**config.mk**
```make
export PLATFORM = sky130hd
export DESIGN_NAME = relu_maxpool22
export DESIGN_NICKNAME = d
export VERILOG_FILES = /design/src/rtl/relu_maxpool22_pkg.sv /design/src/rtl/relu_maxpool22_linebuf.sv /design/src/rtl/relu_maxpool22.sv
export SDC_FILE = /design/constraint.sdc
export NUM_CORES = 1
export LEC_CHECK = 0
export ABC_CLOCK_PERIOD_IN_PS = 7800
export CAP_MARGIN = 15
export CELL_PAD_IN_SITES_DETAIL_PLACEMENT = 1
export CELL_PAD_IN_SITES_GLOBAL_PLACEMENT = 1
export CORE_MARGIN = 2
export CORE_UTILIZATION = 45
export DETAILED_ROUTE_END_ITERATION = 8
export PLACE_DENSITY_LB_ADDON = 0.05
export SETUP_SLACK_MARGIN = 0.2
export SYNTH_ARGS = -nofsm -noshare
export SYNTH_HDL_FRONTEND = slang
export SYNTH_SLANG_ARGS = --single-unit
```
**constraint.sdc**
```tcl
create_clock -name clk -period 7.8 [get_ports clk]
set_input_delay 1.56 -clock clk [delete_from_list [all_inputs] [get_ports clk]]
set_output_delay 1.56 -clock clk [all_outputs]
set_load 0.005 [all_outputs]
```
**src/rtl/relu_maxpool22_pkg.sv**
```systemverilog
// Shared definitions for the S4 pooling stage: default widths, map geometry and the
// requantising helper (shift + clamp) also used by other requantising stages.
package relu_maxpool22_pkg;

   localparam int DEF_BIT_WIDTH = 8;
   localparam int DEF_OUT_WIDTH = 32;
   localparam int C3_MAP_SIZE   = 10;
   localparam int POOL_SIZE     = 2;

   // Arithmetic shift, then clamp to the signed range of a bw-bit result.
   function automatic logic signed [63:0] sat_shift(input logic signed [63:0] x,
                                                    input int unsigned       sh,
                                                    input int unsigned       bw);
      logic signed [63:0] s;
      logic signed [63:0] hi;
      logic signed [63:0] lo;
      s  = x >>> sh;
      hi = (64'sd1 <<< (bw - 1)) - 64'sd1;
      lo = -(64'sd1 <<< (bw - 1));
      if (s > hi)
         sat_shift = hi;
      else if (s < lo)
         sat_shift = lo;
      else
         sat_shift = s;
   endfunction

endpackage

```
**src/rtl/relu_maxpool22_linebuf.sv**
```systemverilog
// Half-row line buffer for the 2x2 pool: one write port, one asynchronous read port.
// Contents are not reset; every entry is written on an even row before it is read.
module pool_linebuf #(
   parameter int DEPTH = 5,
   parameter int AW    = 3,
   parameter int W     = 32
) (
   input  logic          clk,
   input  logic          wr_en_i,
   input  logic [AW-1:0] waddr_i,
   input  logic [W-1:0]  wdata_i,
   input  logic [AW-1:0] raddr_i,
   output logic [W-1:0]  rdata_o
);

   logic [W-1:0] mem_q [DEPTH];

   always_ff @(posedge clk) begin
      if (wr_en_i)
         mem_q[waddr_i] <= wdata_i;
   end

   assign rdata_o = mem_q[raddr_i];

endmodule

```
**src/rtl/relu_maxpool22.sv**
```systemverilog
// Streaming 2x2/stride-2 max-pool with rescale and saturation, one sample per valid cycle.
// Optional ReLU on the pooled value when RELU_EN is defined.
module relu_maxpool22
   import relu_maxpool22_pkg::*;
#(
   parameter int BIT_WIDTH = DEF_BIT_WIDTH,
   parameter int OUT_WIDTH = DEF_OUT_WIDTH,
   parameter int IN_SIZE   = C3_MAP_SIZE,
   parameter int SHIFT     = 8
) (
   input  logic                        clk,
   input  logic                        rst,
   input  logic                        in_valid,
   input  logic signed [OUT_WIDTH-1:0] in_data,
   output logic                        out_valid,
   output logic signed [BIT_WIDTH-1:0] out_data,
   output logic                        frame_done
);

   localparam int CW   = $clog2(IN_SIZE);
   localparam int AW   = CW - 1;
   localparam int HALF = IN_SIZE / 2;
   localparam logic [CW-1:0] LAST = CW'(IN_SIZE - 1);

   logic [CW-1:0]               col_q, col_d;
   logic [CW-1:0]               row_q, row_d;
   logic signed [OUT_WIDTH-1:0] pair_q, pair_d;
   logic                        out_valid_q, out_valid_d;
   logic signed [BIT_WIDTH-1:0] out_data_q, out_data_d;
   logic                        frame_done_q, frame_done_d;

   logic signed [OUT_WIDTH-1:0] h, m, m_r, lb_rdata;
   logic                        lb_wr;

   pool_linebuf #(
      .DEPTH (HALF),
      .AW    (AW),
      .W     (OUT_WIDTH)
   ) u_linebuf (
      .clk     (clk),
      .wr_en_i (lb_wr),
      .waddr_i (col_q[CW-1:1]),
      .wdata_i (h),
      .raddr_i (col_q[CW-1:1]),
      .rdata_o (lb_rdata)
   );

   always_comb begin
      col_d        = col_q;
      row_d        = row_q;
      pair_d       = pair_q;
      out_valid_d  = 1'b0;
      out_data_d   = out_data_q;
      frame_done_d = 1'b0;
      lb_wr        = 1'b0;
      h = (in_data > pair_q) ? in_data : pair_q;
      m = (lb_rdata > h) ? lb_rdata : h;
`ifdef RELU_EN
      m_r = m[OUT_WIDTH-1] ? '0 : m;
`else
      m_r = m;
`endif
      if (in_valid) begin
         if (col_q == LAST) begin
            col_d = '0;
            row_d = (row_q == LAST) ? '0 : row_q + 1'b1;
         end else begin
            col_d = col_q + 1'b1;
         end
         if (!col_q[0]) begin
            pair_d = in_data;
         end else if (!row_q[0]) begin
            lb_wr = 1'b1;
         end else begin
            out_valid_d  = 1'b1;
            out_data_d   = BIT_WIDTH'(sat_shift(64'(m_r), SHIFT, BIT_WIDTH));
            frame_done_d = (row_q == LAST) && (col_q == LAST);
         end
      end
   end

   always_ff @(posedge clk) begin
      if (rst) begin
         col_q        <= '0;
         row_q        <= '0;
         pair_q       <= '0;
         out_valid_q  <= 1'b0;
         out_data_q   <= '0;
         frame_done_q <= 1'b0;
      end else begin
         col_q        <= col_d;
         row_q        <= row_d;
         pair_q       <= pair_d;
         out_valid_q  <= out_valid_d;
         out_data_q   <= out_data_d;
         frame_done_q <= frame_done_d;
      end
   end

   assign out_valid  = out_valid_q;
   assign out_data   = out_data_q;
   assign frame_done = frame_done_q;

endmodule

```
==> metrics <==
status=completed; ys flop type=edfxtp_1; Total Routing Usage GR=23.0%; fraction of layout cells with a size suffix above 1=14.0%; Clock Skew=0.00969 ns; commonest non-fill, non-tap cell in the layout=edfxtp_1; gp weighted congestion=0.940; CP Class=input pin to register; residual DRC count=0; Ant. Diodes=0; CP Max Fanout=15; setup bufs post-CTS=0; Critical Path End Type=register; Area contributors post-synth=edfxtp_1 46%, dfxtp_1 10%, ha_1 7.6%; Syn Area/Cell=12.7 µm²; H-tree depth=1; max-slew violations=0; CTS tree=yes; initial antenna violation count=0; setup_tns=0 ns; Worst path slowest cell=or4_1; WL final=27300 µm; reg2reg end=out_data[5]; number of synthesized flops with an enable pin=160; Die Y=157 µm; CTS Hold Bufs=0; Fin. Hold Viols=0; crit path time final=7.13 ns; vias in the first global route=7252; Distinct cells, synth=59; clk sinks=213; Max Freq=140 MHz; net count after synthesis=923; port bufs=44; post-CTS sizing=0; asr flop ratio synth=0%; core box area=22800 µm²; R2R depth=21; CP dominant cell by count=ha_1; worst min path class=register to register; die width=157 µm; P per Cell Area=235 nW/µm²; sequential area share after synthesis=56.0%; dpl hpwl=18900 µm; io pins=45; fin util=53.1%; area grow syn2layout=15.5%; Via density=5.72; post-synth top area cell=edfxtp_1; first-pass GRT wire length=42400 µm; worst endpoint data arrival time=7.55 ns; top cell type's share of synthesized area=45.9%; r2r setup slk=1.79 ns; Max Cap Viol=0; Setup-failing EPs final=0; post-detailed-route count of antenna-violating nets=0; cts bufs inserted=24; die area=24500 µm²; Starting Density=46.0%; Critical Path RT=8.22 ns; clk slew on worst S/H paths=0.06 ns; Post-Syn Instances=824; Overflow after GRT=0; yosys synthesis warning count=0; commonest non-fill, non-tap cells in the layout=160 x edfxtp_1, 98 x nand2_1, 72 x a21oi_1, 68 x inv_1, 64 x ha_1; Worst Setup SP=in_data[31]; synthesized cell area=10500 µm²; Max stage delay on crit path=0.59 ns; largest net degree at the start of global routing=50; crit-path cells=clkdlybuf4s50_1 > ha_1 > nand4_4 > or4_1 > a31o_1 > and3_4 > nor3_4 > buf_4 > mux2i_1 > ha_1 > a21oi_1 > o21ai_0 > a221oi_1 > o211ai_1 > o31ai_1 > nand2b_1 > nor4_1 > a211oi_1 > o21ai_4 > a211oi_2; Clock Latency Late Sink=0.51 ns; FF+latch count, synth=213; CTS root buffer=clkbuf_16; Least-Margin Pin Slew=1.11 ns; fin crit share=91.4%; number of cell rows=55; Worst Setup EP=out_data[5]; routed vias=6895; CTS max path bufs=3; initial drt markers=357; post-DR wirelength/cell=22.6 µm; Worst Setup Start Kind=input pin; Pleak=4.38 nW; Max rail drop VDD=0.156 mV; Final #Nets=974; drt first pass iters=4; worst r2r src=pair_q[15]; RSZ-0062 raised after global routing=no; FILL cells=2246; Rel. slew slack=26.0%
## cell usage after synthesis (all sizes together), types with 3 or more instances
library cell and number:
nor4 11, a21o 3, a221oi 3, ha 64
o31ai 3, and2 4, inv 68, edfxtp 160
nor2b 7, buf 13, nand3 14, a21oi 72
clkbuf 22, nand2 98, nor3 11, xor2 3
and3 4, or4 5, nand2b 6, o21ai 21
nor2 22, dfxtp 53, nand4 25, mux2 30
mux2i 35, a211oi 8, mux4 32, and4 7
## kinds of logic (layout without fill, tap and decap cells)
group / after synthesis / in the layout / share of synthesized area (%)
flops: 213 / 213 / 56.0
xor+xnor: 3 / 3 / 0.251
fa+ha+maj: 64 / 64 / 7.64
buf+inv: 103 / 172 / 4.12
mux: 97 / 97 / 13.8
simple gates: 219 / 219 / 10.7
compound gates: 125 / 125 / 7.50
## state kept, by name, indices dropped and copies added, names as in the netlist, named ones only
name and cells:
row_q 4, out_valid 1, out_data 8, col_q 4
frame_done 1, pair_q 32, u_linebuf.mem_q 160
## layer usage
layer  vias up  wire length [µm]  track usage, %
met5         -                 0               0
met4         0               428            5.07
met3        35              1020            2.58
met2       133             13000            37.6
met1      3523             12900            33.4
li1       3204                 -               -
## cell type report
| class | count | area [µm²] | share of cell area (%) |
|---|---|---|---|
| clock buffer | 32 | 652 | 5.39 |
| sequential | 213 | 5870 | 48.5 |
| tap | 313 | 392 | 3.24 |
| timing repair buffer | 60 | 568 | 4.69 |
| inverter | 68 | 255 | 2.11 |
| clock inverter | 12 | 164 | 1.35 |
| multi-input combinational | 508 | 4200 | 34.7 |
## report_power, final
part           internal (W)  total, W  switching (W)  leakage (nW)
combinational      0.000154  0.000411       0.000257          2.10
clock              0.000719   0.00116       0.000438         0.387
sequential          0.00126   0.00128      0.0000154          1.89
total               0.00214   0.00285       0.000710          4.38
## critical path: cells and delay by family
family | cells | cell delay, ns
AND/OR/NAND/NOR | 6 | 1.53
multiplexers | 1 | 0.42
AO/OA/AOI/OAI | 9 | 2.40
adder cells (fa/ha/maj) | 2 | 0.81
buffers and inverters | 2 | 0.79
## per-stage QoR
step                      power [W]  instances  worst slack, ns  area (µm²)  hold slack [ns]
after floorplan             0.00157        824             1.55       10500            0.449
after global placement      0.00169       1162            0.421       11300            0.456
after detailed placement    0.00171       1162            0.257       11300            0.468
after CTS                   0.00288       1206            0.773       12100            0.476
after global routing        0.00297       1206            0.212       12100            0.492
final                       0.00285       1206            0.671       12100            0.470
## worst min path at each step
| stage | from | end | slack, ns | cells after the start |
|---|---|---|---|---|
| finish | pair_q[10] | pair_q[10] | 0.47 | 2 |
| global placement | pair_q[12] | pair_q[12] | 0.46 | 2 |
| floorplan | pair_q[10] | pair_q[10] | 0.45 | 2 |
| global route | pair_q[8] | pair_q[8] | 0.49 | 2 |
| CTS | pair_q[10] | pair_q[10] | 0.48 | 2 |
| detailed placement | pair_q[10] | pair_q[10] | 0.47 | 2 |
Power figures use the tool's default switching activity.
